**src/rtl/rv32i_pkg.sv**
```systemverilog
// Shared state codes, opcode constants, write-back mux encodings and the opcode class record.
// Pure declarations: no logic, no latency.
package rv32i_pkg;

    localparam logic [2:0] ST_FETCH  = 3'd0;
    localparam logic [2:0] ST_DECODE = 3'd1;
    localparam logic [2:0] ST_EXEC   = 3'd2;
    localparam logic [2:0] ST_MEM    = 3'd3;
    localparam logic [2:0] ST_WB     = 3'd4;
    localparam logic [2:0] ST_FAULT  = 3'd5;

    localparam logic [6:0] OPC_R      = 7'b0110011;
    localparam logic [6:0] OPC_OP_IMM = 7'b0010011;
    localparam logic [6:0] OPC_LOAD   = 7'b0000011;
    localparam logic [6:0] OPC_STORE  = 7'b0100011;
    localparam logic [6:0] OPC_BRANCH = 7'b1100011;
    localparam logic [6:0] OPC_JAL    = 7'b1101111;
    localparam logic [6:0] OPC_JALR   = 7'b1100111;
    localparam logic [6:0] OPC_LUI    = 7'b0110111;
    localparam logic [6:0] OPC_AUIPC  = 7'b0010111;
    localparam logic [6:0] OPC_FENCE  = 7'b0001111;

    localparam logic [1:0] WSEL_ALU = 2'b00;
    localparam logic [1:0] WSEL_DM  = 2'b01;
    localparam logic [1:0] WSEL_PC4 = 2'b10;

    typedef struct packed {
        logic legal;
        logic is_load;
        logic is_store;
        logic is_branch;
        logic is_fence;
        logic is_jump;
        logic a_pc;
        logic b_imm;
        logic imm_en;
    } op_class_t;

endpackage

```
**src/rtl/opcode_decode.sv**
```systemverilog
// Classifies a 7-bit RV32I major opcode into control attributes.
// Latency: combinational; backpressure: none.
module opcode_decode
    import rv32i_pkg::*;
(
    input  logic [6:0] opc,
    output op_class_t  cls
);

    always_comb begin
        cls = '0;
        case (opc)
            OPC_R, OPC_OP_IMM, OPC_LOAD, OPC_STORE, OPC_BRANCH,
            OPC_JAL, OPC_JALR, OPC_LUI, OPC_AUIPC, OPC_FENCE: cls.legal = 1'b1;
            default:                                         cls.legal = 1'b0;
        endcase
        cls.is_load   = (opc == OPC_LOAD);
        cls.is_store  = (opc == OPC_STORE);
        cls.is_branch = (opc == OPC_BRANCH);
        cls.is_fence  = (opc == OPC_FENCE);
        cls.is_jump   = (opc == OPC_JAL) || (opc == OPC_JALR);
        cls.a_pc      = (opc == OPC_AUIPC) || (opc == OPC_JAL);
        cls.b_imm     = cls.legal && (opc != OPC_R) && (opc != OPC_BRANCH);
        cls.imm_en    = cls.legal && (opc != OPC_R);
    end

endmodule

```
**src/rtl/cycle_sequencer.sv**
```systemverilog
// Multi-cycle RV32I control sequencer: FETCH/DECODE/EXEC/MEM/WB with a sticky FAULT state.
// Latency: 3-5 cycles per instruction plus memory waits; stalls on IM_ack/DM_ack, faults after WAIT_MAX idle cycles.
module cycle_sequencer
    import rv32i_pkg::*;
#(
    parameter int WIDTH    = 32,
    parameter int WAIT_MAX = 15
) (
    input  logic              clk,
    input  logic              rst,
    input  logic [WIDTH-26:0] opcode,
    input  logic              IM_ack,
    input  logic              DM_ack,
    input  logic              branch_taken,
    output logic              IM_req,
    output logic              IR_load_en,
    output logic              PC_write_en,
    output logic              PC_MUX_sel,
    output logic              DM_read_en,
    output logic              DM_write_en,
    output logic              reg_write_en,
    output logic [1:0]        write_MUX_sel,
    output logic              port_A_sel,
    output logic              port_B_sel,
    output logic              imm_en,
    output logic [2:0]        state,
    output logic              fault
);

    localparam int              CW        = $clog2(WAIT_MAX + 1);
    localparam logic [CW-1:0]   WAIT_LAST = CW'(WAIT_MAX - 1);

    logic [2:0]    state_q, state_d;
    logic [CW-1:0] wait_cnt_q, wait_cnt_d;
    logic [6:0]    opc_q, opc_d;
    logic [6:0]    dec_opc;
    logic          sel_en;
    op_class_t     cls;

    // DECODE classifies the live IR bits; later states use the latched copy.
    assign dec_opc = (state_q == ST_DECODE) ? opcode[6:0] : opc_q;

    opcode_decode u_opcode_decode (
        .opc (dec_opc),
        .cls (cls)
    );

    assign sel_en     = (state_q == ST_EXEC) || (state_q == ST_MEM) || (state_q == ST_WB);
    assign port_A_sel = sel_en && cls.a_pc;
    assign port_B_sel = sel_en && cls.b_imm;
    assign imm_en     = sel_en && cls.imm_en;
    assign state      = state_q;
    assign fault      = (state_q == ST_FAULT);

    always_comb begin
        state_d       = state_q;
        wait_cnt_d    = '0;
        opc_d         = opc_q;
        IM_req        = 1'b0;
        IR_load_en    = 1'b0;
        PC_write_en   = 1'b0;
        PC_MUX_sel    = 1'b0;
        DM_read_en    = 1'b0;
        DM_write_en   = 1'b0;
        reg_write_en  = 1'b0;
        write_MUX_sel = WSEL_ALU;

        case (state_q)
            ST_FETCH: begin
                IM_req = 1'b1;
                // An ack on the last permitted cycle takes priority over the timeout.
                if (IM_ack) begin
                    IR_load_en = 1'b1;
                    state_d    = ST_DECODE;
                end else if (wait_cnt_q == WAIT_LAST) begin
                    state_d = ST_FAULT;
                end else begin
                    wait_cnt_d = wait_cnt_q + CW'(1);
                end
            end
            ST_DECODE: begin
                opc_d   = opcode[6:0];
                state_d = cls.legal ? ST_EXEC : ST_FAULT;
            end
            ST_EXEC: begin
                if (cls.is_load || cls.is_store) begin
                    state_d = ST_MEM;
                end else if (cls.is_branch) begin
                    PC_write_en = 1'b1;
                    PC_MUX_sel  = branch_taken;
                    state_d     = ST_FETCH;
                end else if (cls.is_fence) begin
                    PC_write_en = 1'b1;
                    state_d     = ST_FETCH;
                end else begin
                    state_d = ST_WB;
                end
            end
            ST_MEM: begin
                DM_read_en  = cls.is_load;
                DM_write_en = cls.is_store;
                if (DM_ack) begin
                    if (cls.is_load) begin
                        state_d = ST_WB;
                    end else begin
                        PC_write_en = 1'b1;
                        state_d     = ST_FETCH;
                    end
                end else if (wait_cnt_q == WAIT_LAST) begin
                    state_d = ST_FAULT;
                end else begin
                    wait_cnt_d = wait_cnt_q + CW'(1);
                end
            end
            ST_WB: begin
                reg_write_en = 1'b1;
                PC_write_en  = 1'b1;
                PC_MUX_sel   = cls.is_jump;
                if (cls.is_load) begin
                    write_MUX_sel = WSEL_DM;
                end else if (cls.is_jump) begin
                    write_MUX_sel = WSEL_PC4;
                end else begin
                    write_MUX_sel = WSEL_ALU;
                end
                state_d = ST_FETCH;
            end
            ST_FAULT: begin
                state_d = ST_FAULT;
            end
            default: begin
                state_d = ST_FAULT;
            end
        endcase
    end

    always_ff @(posedge clk) begin
        if (!rst) begin
            state_q    <= ST_FETCH;
            wait_cnt_q <= '0;
            opc_q      <= '0;
        end else begin
            state_q    <= state_d;
            wait_cnt_q <= wait_cnt_d;
            opc_q      <= opc_d;
        end
    end

endmodule
```
**config.mk**
```make
export PLATFORM = sky130hd
export DESIGN_NAME = cycle_sequencer
export DESIGN_NICKNAME = d
export VERILOG_FILES = /design/src/rtl/rv32i_pkg.sv /design/src/rtl/opcode_decode.sv /design/src/rtl/cycle_sequencer.sv
export SDC_FILE = /design/constraint.sdc
export NUM_CORES = 1
export LEC_CHECK = 0
export BUFFER_PORTS_ARGS = -buffer_cell sky130_fd_sc_hd__clkbuf_2
export CAP_MARGIN = 10
export CORE_MARGIN = 1.5
export CORE_UTILIZATION = 55
export CTS_BUF_LIST = sky130_fd_sc_hd__clkbuf_8
export DETAILED_ROUTE_END_ITERATION = 16
export GPL_TIMING_DRIVEN = 1
export PLACE_DENSITY_LB_ADDON = 0.08
export SLEW_MARGIN = 30
export SYNTH_ARGS = -nofsm -noshare
export SYNTH_HDL_FRONTEND = slang
export SYNTH_SLANG_ARGS = --single-unit
```
**constraint.sdc**
```tcl
create_clock -name clk -period 2.3 [get_ports clk]
set_input_delay 0.115 -clock clk [delete_from_list [all_inputs] [get_ports clk]]
set_output_delay 0.115 -clock clk [all_outputs]
set_load 0.02 [all_outputs]
```
==> reports/metrics.csv <==
metric,value,unit
status,completed,
synth_cell_type_count,51,
crit_type,register to output pin,
synth_enable_flop_cells,0,
synthCells,155,
worstHoldEndpoint,opc_q[3]$_SDFF_PN0_,
overflow,0,
grt_pass1_vias,1219,
clock_latency,240,ps
diodes,0,
viasPerCell,6.218,
area_growth_syn_to_layout,32.03,%
worst-path-max-fanout,6,
placedCellCount,212,
worstMarginPinSlew,428.4,ps
critPathLaunchType,register,
cellPowerDensity,518.5,nW/µm²
initial_core_util,0.5893,
hold_path.startpoint,opcode[3],
synth-async-reset-ratio,0,
rows,16,
nets,208,
total_power,791.5,µW
drc_errors,0,
antenna_found_initial,0,
clock_skew,1.017,ps
hold_viol_final,0,
grt_max_degree,13,
nFillCells,153,
min_period_over_period,0.9931,
synth_nets,169,
wl_per_cell,15.70,µm
htree_num_levels,1,
r2r.worst_path.cells,6,
cts-root-buf,clkbuf_8,
num_vias,1368,
fin_util,0.7781,
required,2180,ps
cts_sinks,14,
grt_use_total,0.2819,
grt_setup_unrepaired,true,
cts_buffer_depth,2,
min_path_type,input port to register,
port_buffers,27,
ff_latch_area,282.8,µm²
dominantRegCellSynth,dfxtp_1,
regToRegEndpoint,state[2]$_SDFF_PN0_,
die_x,48.85,µm
firstDrtPassIters,4,
rrSetupSlack,150,ps
final-setup-viol-count,0,
die_h,48.85,µm
place_congestion,0.9103,
multi_input_area,883.3,µm²
avgSynthCellArea,7.459,µm²
dpl.hpwl,2454,µm
ios,28,
cap_violations,0,
cts_tree,done,
leakage,0.0006262,µW
fmax,437.8,MHz
postLayoutSetupSlackWorst,15.80,ps
final_max_slew_viol_count,0,
ir_drop,0.6165,mV
drt_iter0_markers,60,
place_ws,131.0,ps
yosysWarningCount,0,
coreArea,1962,µm²
dieArea,2386,µm²
hold_buffers,0,
whs_path_depth,3,
wirelength,3453,µm
ys_ff_latch,14,
fin_cells,220,
ys_seq_area_frac,0.2424,
synth_area,1156,µm²
maxSlewHeadroom,0.7144,
worst_setup_path_end_kind,output pin,
arrival,2170,ps
ant_nets,0,
numCtsBuffers,3,
fin_crit,2284,ps
grt_pass1_wl,5361,µm
regToRegStartpoint,state[1]$_SDFF_PN0_,
path_clk_slew,60,ps
drive_gt1_frac,0.3575,
[cells in the final DEF (no fill, tap or decap), drive strengths merged, types with 2 or more instances in the layout]
| cell | count |
|---|---|
| nand3 | 5 |
| and3 | 6 |
| nand4 | 4 |
| dfxtp | 14 |
| nor2 | 19 |
| nand2 | 16 |
| o21ai | 7 |
| a211oi | 4 |
| nor4bb | 2 |
| a21boi | 4 |
| nand3b | 4 |
| nor3 | 5 |
| a21oi | 10 |
| nor2b | 2 |
| clkbuf | 27 |
| mux2i | 5 |
| inv | 6 |
| mux2 | 2 |
| nor4 | 4 |
| nor3b | 2 |
| nand2b | 2 |
| or3b | 3 |
| o221ai | 2 |
| buf | 18 |
| ha | 2 |
[stage by stage]
| step | cell area (µm²) | hold WS [ps] | TNS, ps |
|---|---|---|---|
| 5_1_grt | 1526 | 143.8 | -75.22 |
| 4_1_cts | 1470 | 118.0 | 0 |
| 3_5_place_dp | 1370 | 371.1 | 0 |
| 6_report | 1526 | 121.8 | 0 |
| 2_1_floorplan | 1161 | 251.0 | 0 |
| 3_3_place_gp | 1370 | 358.6 | 0 |
[worst max-delay path, stage by stage (launching register included)]
cell	delay, ps
dfxtp_2	330
or3b_4	450
mux2i_2	220
nand2_1	120
or3_4	390
a211o_1	260
buf_2	160
[synthesized netlist by cell type, drive strengths merged (2+ instances only)]
master,n,area [µm²]
nor2b,2,12.51
nand4,4,25.02
a21boi,4,33.78
o221ai,2,17.52
dfxtp,14,280.3
nor4,4,31.28
or3b,3,26.28
a21oi,10,50.05
nor3b,2,20.02
and3,6,37.54
nand2b,2,12.51
buf,5,27.53
nor2,19,71.32
mux2i,5,50.05
nand2,16,60.06
o21ai,7,35.03
a211oi,4,35.03
ha,2,25.02
nand3b,4,30.03
inv,6,22.52
nor3,5,25.02
clkbuf,2,7.510
mux2,2,26.27
nand3,5,25.02
nor4bb,2,20.02
[cells by family after synthesis]
kind of cell    after synthesis  synth area share
buf+inv                      14           0.05303
compound gates               36            0.2186
simple gates                 80            0.3831
fa+ha+maj                     2           0.02164
xor+xnor                      2           0.01515
mux                           7           0.06601
flops                        14            0.2424
[layer usage]
layer / vias up / track usage / wire length (µm)
met3: 6 / 0.03067 / 270
met2: 70 / 0.4726 / 1657
met5: - / 0 / 0
met4: 0 / 0.1048 / 59
met1: 646 / 0.3743 / 1466
li1: 646 / - / -
[area by class of cell]
type                            instances  area share
Clock buffer                            4     0.03607
Multi-Input combinational cell        127      0.5787
Sequential cell                        14      0.1852
Tap cell                               27     0.02213
Inverter                                7     0.01721
Timing Repair Buffer                   41      0.1607
[flip-flops by register name, summed over array words and instances, names as in the netlist]
signal	flops
wait_cnt_q	4
state	3
opc_q	7
[report_power, final]
group	total [µW]	switching [µW]	internal, µW
sequential	283	23.9	259
clock	231	79.9	151
combinational	277	156	121
total	791	260	531
[worst max-delay path by stage]
stage                        endpoint  cells after the start           startpoint  slack (ps)
after global routing           imm_en                      7  state[1]$_SDFF_PN0_         -30
after floorplan            port_A_sel                      5  state[0]$_SDFF_PN0_          20
after detailed placement  PC_write_en                      6  state[1]$_SDFF_PN0_         130
final                     PC_write_en                      6  state[1]$_SDFF_PN0_          20
after global placement     port_A_sel                      5  state[1]$_SDFF_PN0_         160
after CTS                  port_A_sel                      5  state[2]$_SDFF_PN0_           7
[repair_timing]
| item | in CTS | in global routing |
|---|---|---|
| pin swaps | 2 | 3 |
| setup buffers | 2 | 2 |
| resized for setup | 5 | 16 |
| setup endpoints to repair | 6 | 6 |
Note: power is estimated with default switching activity, not from simulation.
